--- config.mk ---
export PLATFORM = sky130hd
export DESIGN_NAME = commit_trace_unit
export DESIGN_NICKNAME = d
export VERILOG_FILES = /design/src/rtl/commit_trace_unit.sv
export SDC_FILE = /design/constraint.sdc
export NUM_CORES = 1
export LEC_CHECK = 0
export CAP_MARGIN = 25
export CORE_MARGIN = 8
export CORE_UTILIZATION = 40
export CTS_CLUSTER_DIAMETER = 60
export DETAILED_ROUTE_END_ITERATION = 16
export PLACE_DENSITY = 0.68
export SLEW_MARGIN = 20
export SYNTH_ARGS = -nofsm -noshare
export SYNTH_HDL_FRONTEND = slang
export SYNTH_SLANG_ARGS = --single-unit
--- constraint.sdc ---
create_clock -name clk -period 7.5 [get_ports clk]
set_input_delay 0.75 -clock clk [delete_from_list [all_inputs] [get_ports clk]]
set_output_delay 0.75 -clock clk [all_outputs]
set_load 0.005 [all_outputs]
--- src/rtl/commit_trace_unit.sv ---
// Retire/debug trace source behind the ROB commit port: registers retire events,
// counts cycles and retirements, and detects clean (halt + drain) or aborted program end.
module commit_trace_unit #(
  parameter int ADDR_WIDTH  = 32,
  parameter int CNT_WIDTH   = 32,
  parameter int MAX_CYCLES  = 100000,
  parameter int STALL_LIMIT = 1024
) (
  input  logic                  clk,
  input  logic                  rst,
  input  logic                  commit_valid,
  input  logic [ADDR_WIDTH-1:0] commit_addr,
  input  logic                  commit_is_halt,
  input  logic                  commit_flush,
  input  logic                  sb_empty,
  output logic                  retire_valid_reg,
  output logic [ADDR_WIDTH-1:0] retire_addr_reg,
  output logic                  done,
  output logic                  abort,
  output logic [1:0]            abort_cause,
  output logic [CNT_WIDTH-1:0]  cycle_count,
  output logic [CNT_WIDTH-1:0]  retired_count
);

  localparam int STALL_W = $clog2(STALL_LIMIT + 1);
  localparam logic [CNT_WIDTH-1:0] TIMEOUT_AT = CNT_WIDTH'(MAX_CYCLES - 1);
  localparam logic [STALL_W-1:0]   STALL_AT   = STALL_W'(STALL_LIMIT);

  typedef enum logic [1:0] {S_RUN, S_DRAIN, S_DONE, S_ABORT} state_t;

  state_t                state_q, state_d;
  logic                  retire_valid_q;
  logic [ADDR_WIDTH-1:0] retire_addr_q;
  logic                  done_q, abort_q;
  logic [1:0]            cause_q, cause_d;
  logic [CNT_WIDTH-1:0]  cycle_q, cycle_d;
  logic [CNT_WIDTH-1:0]  retired_q, retired_d;
  logic [STALL_W-1:0]    stall_q, stall_d;

  logic run, active, report, timeout, stall_hit;

  always_comb begin
    run       = (state_q == S_RUN);
    active    = run || (state_q == S_DRAIN);
    report    = run && commit_valid;
    timeout   = active && (cycle_q != '1) && (cycle_q == TIMEOUT_AT);
    cycle_d   = cycle_q;
    retired_d = retired_q;
    stall_d   = stall_q;
    state_d   = state_q;
    cause_d   = cause_q;
    if (active && (cycle_q != '1)) cycle_d = cycle_q + CNT_WIDTH'(1);
    if (report && (retired_q != '1)) retired_d = retired_q + CNT_WIDTH'(1);
    if (run) stall_d = (report || commit_flush) ? '0 : stall_q + STALL_W'(1);
    stall_hit = run && (stall_d == STALL_AT);
    // Priority: timeout over halt over stall; a halt commit also clears the stall count.
    case (state_q)
      S_RUN: begin
        if (timeout) begin
          state_d = S_ABORT;
          cause_d = 2'b01;
        end else if (report && commit_is_halt) begin
          state_d = S_DRAIN;
        end else if (stall_hit) begin
          state_d = S_ABORT;
          cause_d = 2'b10;
        end
      end
      S_DRAIN: begin
        if (timeout) begin
          state_d = S_ABORT;
          cause_d = 2'b01;
        end else if (sb_empty) begin
          state_d = S_DONE;
        end
      end
      default: ;
    endcase
  end

  always_ff @(posedge clk or posedge rst) begin
    if (rst) begin
      state_q        <= S_RUN;
      retire_valid_q <= 1'b0;
      retire_addr_q  <= '0;
      done_q         <= 1'b0;
      abort_q        <= 1'b0;
      cause_q        <= 2'b00;
      cycle_q        <= '0;
      retired_q      <= '0;
      stall_q        <= '0;
    end else begin
      state_q        <= state_d;
      retire_valid_q <= report;
      if (report) retire_addr_q <= commit_addr;
      done_q         <= (state_d == S_DONE);
      abort_q        <= (state_d == S_ABORT);
      cause_q        <= cause_d;
      cycle_q        <= cycle_d;
      retired_q      <= retired_d;
      stall_q        <= stall_d;
    end
  end

  assign retire_valid_reg = retire_valid_q;
  assign retire_addr_reg  = retire_addr_q;
  assign done             = done_q;
  assign abort            = abort_q;
  assign abort_cause      = cause_q;
  assign cycle_count      = cycle_q;
  assign retired_count    = retired_q;

endmodule

==> run_results.csv, run 1 <==
group,metric,value,unit
timing,hold_viol,0,
critical_path,slowest_stage,"nor4_1",
synthesis,synth_nets,588,
critical_path,crit_fanout,40,
synthesis,synthAdderAreaFrac,0.699,%
cts,hold_buffers,0,
synthesis,ys_seq_area_share,53.1,%
floorplanning,core,13200,um2
synthesis,synth_xor_xnor_area_share,10.9,%
detailed_routing,dr.pass1.iters,5,
min_path,worstHoldStart,"retire_addr_reg[7]$_DFFE_PP0P_",
timing,fmax,0.327,GHz
synthesis,syn_inst,547,
global_routing,met1_usage,21.3,%
min_path,holdPathEnd,"retire_addr_reg[7]$_DFFE_PP0P_",
detailed_routing,wl_per_cell,16.1,um
global_routing,grt_pass1_wl,23700,um
global_routing,first_global_vias,4642,
detailed_routing,drc,0,
synthesis,synth_top_family_by_area,"simple AND/OR/NAND/NOR gates",
floorplanning,die_w,132,um
synthesis,synth_cell_type_count,48,
min_path,min_path_cells,2,
cts,numCtsBuffers,17,
synthesis,ys.flop_type,"dfrtp_1",
cts,h-tree-depth,4,
outcome,status,"completed",
global_routing,grt_use_total,16.6,%
cts,cts_sinks,114,
critical_path,crit_cells,5,
cells_and_area,layout-drive-gt1-share,6.39,%
synthesis,synth_area,5370,um2
power_and_ir_drop,power.leakage,3.45,nW
critical_path,end_kind,"flip-flop",
synthesis,synthTopCellsByArea,"dfrtp_1 (53%), nand2_1 (9.1%), xor2_1 (6.5%)",
critical_path,crit_path_max_incr_delay,0.86,ns
cts,clock_latency,0.41,ns
placed_design,io_buffer_count,138,
critical_path,start_kind,"input port",
detailed_routing,drtIter0Drc,267,
timing,setup_viol,0,
synthesis,synthSimpleGateAreaFrac,29.2,%
global_routing,gr-total-overflow,0,
cts,clk_path_buf_depth,2,
timing,rsz0062_at_grt,"false",
synthesis,synthArstFlopShare,100,%
synthesis,synth_compound_area_share,3.26,%
floorplanning,die_h,132,um
floorplanning,io_pins,139,
synthesis,synth_top_area_cell,"dfrtp_1",
detailed_routing,avgViaCountPerCell,5.17,
timing,fin_worst_skew,0.00741,ns
power_and_ir_drop,powerDensity,265,nW/um2
critical_path,path_cells,"clkdlybuf4s50_1, or3b_2, nor4_1, and3_1, xor2_1",
cts,ctsResizeCount,0,
critical_path,crit_type,"in -> reg",
synthesis,netlist.area_leader.share,53.1,%
synthesis,synth_most_common_cell,"nand2_1",
timing,tightest_slew,0.928,ns
global_routing,met2_usage,24.2,%
run,cap_violations,0,
timing,tns,0,ns
placed_design,place.gp.congestion,0.909,
cts,root_buffer,"clkbuf_16",
power_and_ir_drop,ir_worst_vdd,0.143,mV
timing,min_period_over_period,40.8,%
cts,clkTransAtPathRegs,0.05,ns
synthesis,ys_ff_latch,114,
critical_path,r2r-end,"retired_count[30]$_DFFE_PP0P_",
timing,relSlewSlack,37.6,%
synthesis,syn_area_per_cell,9.82,um2
critical_path,required,7.83,ns
placed_design,placed_cells,849,
critical_path,worstSetupStartpoint,"commit_valid",
cells_and_area,area_growth,39.3,%
detailed_routing,ant_nets,0,
cells_and_area,finalNonFillerCells,880,
floorplanning,dieArea,17400,um2
cells_and_area,antenna-diode-count,0,
global_routing,grt_max_degree,82,
detailed_routing,vias,4552,
critical_path,r2r_setup_slack,4.73,ns
critical_path,r2r_cells,4,
cells_and_area,fin_nets,734,
cts,cts_setup_buffers,0,
placed_design,place_hpwl,10100,um
min_path,min_path_type,"reg -> reg",
global_routing,busiest_layer,"met2",
synthesis,ys_top_cells_by_count,"nand2_1 (130), dfrtp_1 (114), xor2_1 (40)",
floorplanning,initial_core_util,40.7,%
cts,cts_tree,"done",
synthesis,synth-edff-count,0,
critical_path,path_delay_family,"simple AND/OR/NAND/NOR gates",
critical_path,path_buf_inv,1,
timing,fin_crit,3.06,ns
timing,maxSlewViolCount,0,
global_routing,antenna_found_initial,0,
global_routing,globalRouteMet3Util,6.82,%
synthesis,ys_warn_count,0,
critical_path,crit_arrival,3.39,ns
detailed_routing,wl,14200,um
floorplanning,num_rows,42,
synthesis,synthMuxAreaShare,1.07,%
power_and_ir_drop,power,1.98,mW
-- report_power, final --
| part | leakage (nW) | internal, mW | switching, mW |
|---|---|---|---|
| Sequential | 1.50 | 0.739 | 0.0913 |
| Clock | 0.272 | 0.469 | 0.259 |
| Combinational | 1.68 | 0.269 | 0.154 |
-- routing by layer --
| layer | vias to the layer above | wire length (um) |
|---|---|---|
| met3 | 20 | 1180 |
| li1 | 2188 | - |
| met5 | - | 0 |
| met1 | 2167 | 6490 |
| met4 | 0 | 269 |
| met2 | 177 | 6250 |
-- worst max path at each step --
| stage | end |
|---|---|
| final | retired_count[30]$_DFFE_PP0P_ |
| after global routing | retired_count[30]$_DFFE_PP0P_ |
| after CTS | retired_count[30]$_DFFE_PP0P_ |
| after detailed placement | retired_count[30]$_DFFE_PP0P_ |
| after global placement | retired_count[1]$_DFFE_PP0P_ |
| after floorplan | async pin |
-- logic make-up after synthesis --
family	after synthesis
AO/OA/AOI/OAI	27
flip-flops	114
AND/OR/NAND/NOR	308
multiplexers	5
buffers and inverters	23
adder cells (fa/ha/maj)	3
XOR/XNOR	67
-- stage by stage --
step / setup slack, ns / utilization (%) / cell area (um2) / hold slack, ns
2_1_floorplan: 3.73 / - / 5370 / 0.470
3_3_place_gp: 3.70 / 52.5 / 6930 / 0.458
3_5_place_dp: 4.07 / 52.5 / 6930 / 0.464
4_1_cts: 4.46 / 56.7 / 7470 / 0.477
5_1_grt: 4.32 / 56.7 / 7480 / 0.495
6_report: 4.44 / 56.7 / 7480 / 0.474
-- area by class of cell --
cell class              count  area (um2)
clock inverters             4        23.8
repair buffers            141        1410
fillers                  1132        5710
multi-input cells         410        2420
well taps                 176         220
inverters                   9        36.3
flip-flops and latches    114        2850
clock buffers              26         519
-- cells in the final DEF, fill, tap and decap left out, types with 2 or more instances in the layout --
master,count
nor4b_1,2
o21ai_0,8
and4_1,12
ha_1,3
and2_1,5
nor4_1,12
clkbuf_16,17
nand2b_1,2
nor2_1,30
a311oi_1,2
or2_2,5
nor3b_1,5
nand2_1,130
a21boi_0,2
and3_1,13
a31oi_1,3
mux2_2,2
inv_1,7
a21oi_1,4
nand4_1,29
nand3_1,28
a21o_1,2
clkinv_2,3
or4_1,2
mux2i_1,2
clkdlybuf4s50_1,138
nor3_1,22
clkbuf_8,6
o31ai_1,2
xnor2_1,27
clkbuf_1,3
xor2_1,40
dfrtp_1,114
-- tightest hold or removal path, delay by kind of cell (launching register included) --
kind,cells,cell delay [ns]
simple gates,2,0.10
flops,1,0.34
Power figures use the tool's default switching activity.
==> inputs of run 2 (changes only) <==
Settings changed: PLACE_DENSITY 0.68 to 0.7.
Clock period 7.5 ns to 2.8 ns, I/O delays scaled along.
==> run_results.csv, run 2 (synthesized netlist as in run 1, its figures left out) <==
group,metric,value,unit
outcome,status,"completed",
detailed_routing,avgViaCountPerCell,5.13,
timing,rsz0062_at_grt,"false",
floorplanning,core,13200,um2
floorplanning,num_rows,42,
floorplanning,initial_core_util,40.7,%
floorplanning,dieArea,17400,um2
cts,clkTransAtPathRegs,0.05,ns
cells_and_area,fin_nets,743,
timing,worst_slack,0.440,ns
cells_and_area,postLayoutCoreUtil,58.0,%
power_and_ir_drop,power.leakage,3.53,nW
cts,clk_path_buf_depth,2,
cells_and_area,final_common_cell,"clkdlybuf4s50_1",
power_and_ir_drop,power.switching,1.37,mW
power_and_ir_drop,clock_power_share,40.7,%
global_routing,first_global_vias,4676,
timing,setup_viol,0,
critical_path,crit_type,"reg -> reg",
critical_path,end_kind,"flip-flop",
cts,root_buffer,"clkbuf_16",
placed_design,place.gp.congestion,0.886,
detailed_routing,drtIter0Drc,263,
detailed_routing,ant_nets,0,
cts,hold_buffers,0,
critical_path,start_kind,"flip-flop",
placed_design,dpl_cell_area,7020,um2
cts,h-tree-depth,4,
critical_path,crit_arrival,2.65,ns
timing,min_period_over_period,84.3,%
power_and_ir_drop,powerDensity,740,nW/um2
detailed_routing,wl_per_cell,16.0,um
power_and_ir_drop,intPower,4.30,mW
timing,fin_crit,2.36,ns
cells_and_area,antenna-diode-count,0,
cts,ctsResizeCount,0,
power_and_ir_drop,power_frac_seq,39.2,%
detailed_routing,drc,0,
floorplanning,die_h,132,um
cts,cts_setup_buffers,0,
timing,tightest_slew,0.720,ns
run,cap_violations,0,
critical_path,required,3.09,ns
critical_path,path_cells,"and4bb_1, a21boi_0, nor4_1, or4b_4, o31a_1",
timing,relSlewSlack,51.6,%
cts,cts_sinks,114,
cells_and_area,finalNonFillerCells,890,
cells_and_area,layout-drive-gt1-share,7.56,%
power_and_ir_drop,p_sw_share,24.1,%
global_routing,grt_pass1_wl,24300,um
cells_and_area,final_area,7650,um2
placed_design,place_hpwl,10500,um
cts,clock_latency,0.41,ns
detailed_routing,dr.pass1.iters,7,
power_and_ir_drop,ir_worst_vdd,0.385,mV
power_and_ir_drop,pwr-share-comb,20.0,%
critical_path,crit_path_max_incr_delay,0.53,ns
power_and_ir_drop,power,5.67,mW
cells_and_area,area_growth,42.4,%
critical_path,r2r_setup_slack,0.44,ns
global_routing,grt_max_degree,60,
critical_path,r2r_cells,5,
cells_and_area,mostFrequentLayoutCells,"clkdlybuf4s50_1 (138), nand2_1 (130), dfrtp_1 (114), xor2_1 (40), nor2_1 (30)",
cts,numCtsBuffers,17,
placed_design,placed_cells,859,
global_routing,grt_use_total,17.0,%
timing,fin_worst_skew,0.00575,ns
detailed_routing,vias,4568,
global_routing,gr-total-overflow,0,
timing,fmax,0.424,GHz
critical_path,crit_fanout,9,
critical_path,slowest_stage,"or4b_4",
global_routing,antenna_found_initial,0,
timing,tns,0,ns
timing,maxSlewViolCount,0,
floorplanning,die_w,132,um
placed_design,pre_cts_ws,0.460,ns
floorplanning,io_pins,139,
detailed_routing,wl,14200,um
min_path,min_path_type,"in -> async",
cts,cts_tree,"done",
timing,timing.hold.ws,0.240,ns
timing,hold_viol,0,
placed_design,io_buffer_count,138,
## run 2: cell types whose count changed in the layout (fill, tap and decap cells not counted), sizes merged
cell / delta
clkinv: +1
clkinvlp: +1
inv: -1
buf: +10
clkbuf: -6
bufinv: +5
## run 2: final cells by class
cell class / instances / area (um2)
multi-input cells: 410 / 2420
fillers: 1099 / 5540
clock buffers: 21 / 450
well taps: 176 / 220
inverters: 9 / 37.5
repair buffers: 150 / 1480
clock inverters: 10 / 183
flip-flops and latches: 114 / 2850
## run 2: worst paths after layout
path	end	startpoint
setup / recovery	abort_cause[0]$_DFFE_PP0P_	state_q[0]$_DFF_PP0_
hold / removal	cycle_count[26]$_DFFE_PP0P_	rst
setup reg to reg	abort_cause[0]$_DFFE_PP0P_	state_q[0]$_DFF_PP0_
hold reg to reg	retire_addr_reg[5]$_DFFE_PP0P_	retire_addr_reg[5]$_DFFE_PP0P_
max in group asynchronous	retire_addr_reg[18]$_DFFE_PP0P_	rst
min in group clk	retire_addr_reg[24]$_DFFE_PP0P_	commit_addr[24]
## run 2: metal layers
metal / routed length [um] / vias up / GRT usage, %
met4: 137 / 0 / 6.89
met3: 1050 / 13 / 5.22
met2: 6630 / 164 / 26.4
met5: 0 / - / 0
met1: 6410 / 2182 / 21.7
li1: - / 2209 / -
## run 2: power groups by stage
stage	Sequential (mW)	Clock [mW]	Combinational, mW
floorplan	2.24	0	0.339
global placement	2.22	0	1.14
detailed placement	2.25	0	1.16
CTS	2.22	2.36	1.16
global route	2.27	2.44	1.27
finish	2.22	2.31	1.14
## run 2: critical path, delay by kind of cell, from the launching register on
family | cells | cell delay [ns]
simple gates | 3 | 1.32
compound gates | 2 | 0.50
flops | 1 | 0.42
==> inputs of run 3 (changes only) <==
Settings changed: PLACE_DENSITY 0.7 to 0.68.
Clock period 2.8 ns to 2.4 ns, I/O delays scaled along.
==> run_results.csv, run 3 (synthesized netlist as in run 1, its figures left out) <==
group,metric,value,unit
detailed_routing,drtIter0Drc,252,
detailed_routing,met1_length,6920,um
detailed_routing,met3_length,1090,um
cells_and_area,antenna-diode-count,0,
global_routing,grt_pass1_wl,24400,um
timing,maxSlewViolCount,0,
critical_path,slowest_stage,"or4b_4",
global_routing,grt_max_degree,115,
cts,h-tree-depth,4,
power_and_ir_drop,ir_worst_vdd,0.382,mV
floorplanning,die_h,132,um
critical_path,crit_fanout,7,
timing,hold_viol,0,
cells_and_area,final_area,7710,um2
detailed_routing,dr.pass1.iters,6,
placed_design,dpl_cell_area,7060,um2
detailed_routing,wl_per_cell,16.3,um
cells_and_area,layout-drive-gt1-share,8.88,%
placed_design,place.gp.congestion,0.877,
placed_design,io_buffer_count,138,
cells_and_area,fin_nets,749,
detailed_routing,wl_met2,6510,um
cts,numCtsBuffers,17,
cts,cts_sinks,114,
placed_design,place_hpwl,10400,um
power_and_ir_drop,powerDensity,859,nW/um2
timing,timing.hold.ws,0.334,ns
critical_path,required,2.69,ns
cells_and_area,final_common_cell,"clkdlybuf4s50_1",
detailed_routing,drc,0,
cts,clock_latency,0.41,ns
timing,fin_crit,2.26,ns
cells_and_area,finalNonFillerCells,897,
min_path,min_path_type,"in -> async",
floorplanning,initial_core_util,40.7,%
detailed_routing,ant_nets,0,
timing,rsz0062_at_grt,"false",
global_routing,antenna_found_initial,0,
power_and_ir_drop,power.leakage,3.56,nW
critical_path,end_kind,"flip-flop",
detailed_routing,vias,4625,
global_routing,gr-total-overflow,0,
timing,setup_viol,0,
outcome,status,"completed",
critical_path,crit_path_max_incr_delay,0.52,ns
cts,clkTransAtPathRegs,0.05,ns
critical_path,path_buf_inv,0,
detailed_routing,wl,14700,um
floorplanning,dieArea,17400,um2
cts,cts_setup_buffers,0,
cells_and_area,mostFrequentLayoutCells,"clkdlybuf4s50_1 (138), nand2_1 (130), dfrtp_1 (114), xor2_1 (40), nor2_1 (30)",
global_routing,grt_use_total,17.0,%
floorplanning,core,13200,um2
global_routing,first_global_vias,4722,
placed_design,placed_cells,865,
cts,clk_path_buf_depth,2,
timing,fin_worst_skew,0.00853,ns
cells_and_area,postLayoutCoreUtil,58.4,%
detailed_routing,highest_layer,"met4",
timing,min_period_over_period,94.3,%
floorplanning,num_rows,42,
cts,root_buffer,"clkbuf_16",
cells_and_area,area_growth,43.4,%
timing,tns,0,ns
timing,relSlewSlack,58.8,%
critical_path,path_delay_family,"simple AND/OR/NAND/NOR gates",
timing,fmax,0.442,GHz
critical_path,crit_type,"reg -> reg",
critical_path,start_kind,"flip-flop",
critical_path,crit_arrival,2.56,ns
detailed_routing,avgViaCountPerCell,5.16,
run,cap_violations,0,
critical_path,path_cells,"and4bb_2, nand4_4, mux2_4, or4b_4, o31a_1",
floorplanning,die_w,132,um
cells_and_area,final.fill_count,1113,
floorplanning,io_pins,139,
timing,tightest_slew,0.618,ns
cts,hold_buffers,0,
cts,cts_tree,"done",
run 3: through the flow:
| stage | total power, mW | setup WS (ns) |
|---|---|---|
| final | 6.62 | 0.137 |
| after global routing | 6.95 | 0.000871 |
| after CTS | 6.71 | 0.111 |
| after detailed placement | 3.97 | 0.0643 |
| after global placement | 3.93 | 0.105 |
| after floorplan | 3.01 | 0.263 |
run 3: final timing paths:
check / start / end / slack, ns / cells past startpoint
worst max-delay path: state_q[0]$_DFF_PP0_ / abort_cause[0]$_DFFE_PP0P_ / 0.14 / 5
worst min-delay path: rst / retired_count[24]$_DFFE_PP0P_ / 0.33 / 3
worst max register to register: state_q[0]$_DFF_PP0_ / abort_cause[0]$_DFFE_PP0P_ / 0.14 / 5
worst min register to register: retire_addr_reg[25]$_DFFE_PP0P_ / retire_addr_reg[25]$_DFFE_PP0P_ / 0.47 / 2
max in group asynchronous: rst / cycle_count[24]$_DFFE_PP0P_ / 1.59 / 3
min in group clk: commit_addr[20] / retire_addr_reg[20]$_DFFE_PP0P_ / 0.36 / 3
run 3: cell type report:
cell class / count / area (um2) / area share, %
Tap cell: 176 / 220 / 2.86
Inverter: 9 / 37.5 / 0.487
Timing Repair Buffer: 156 / 1530 / 19.8
Clock inverter: 9 / 151 / 1.96
Multi-Input combinational cell: 410 / 2430 / 31.5
Sequential cell: 114 / 2850 / 37.0
Clock buffer: 23 / 488 / 6.33
run 3: what timing repair did:
item                                    CTS  global route
hold endpoints to repair                  0             0
gates resized for setup                   0             2
endpoints found under the setup margin    0             2
run 3: power by group:
| group | total [mW] | internal (mW) | switching, mW |
|---|---|---|---|
| registers | 2.58 | 2.31 | 0.275 |
| logic | 1.33 | 0.849 | 0.480 |
| clock network | 2.71 | 1.84 | 0.865 |
| total | 6.62 | 5.00 | 1.62 |
run 3: worst register-to-register path, cell delays in order, from the launching register on:
cell and delay (ns):
dfrtp_1 0.44, and4bb_2 0.43, nand4_4 0.13, mux2_4 0.32
or4b_4 0.52, o31a_1 0.31
run 3: per-layer routing:
| layer | vias up | GRT usage [%] |
|---|---|---|
| li1 | 2222 | - |
| met1 | 2235 | 21.9 |
| met2 | 154 | 25.6 |
| met3 | 14 | 7.24 |
| met4 | 0 | 4.59 |
| met5 | - | 0 |
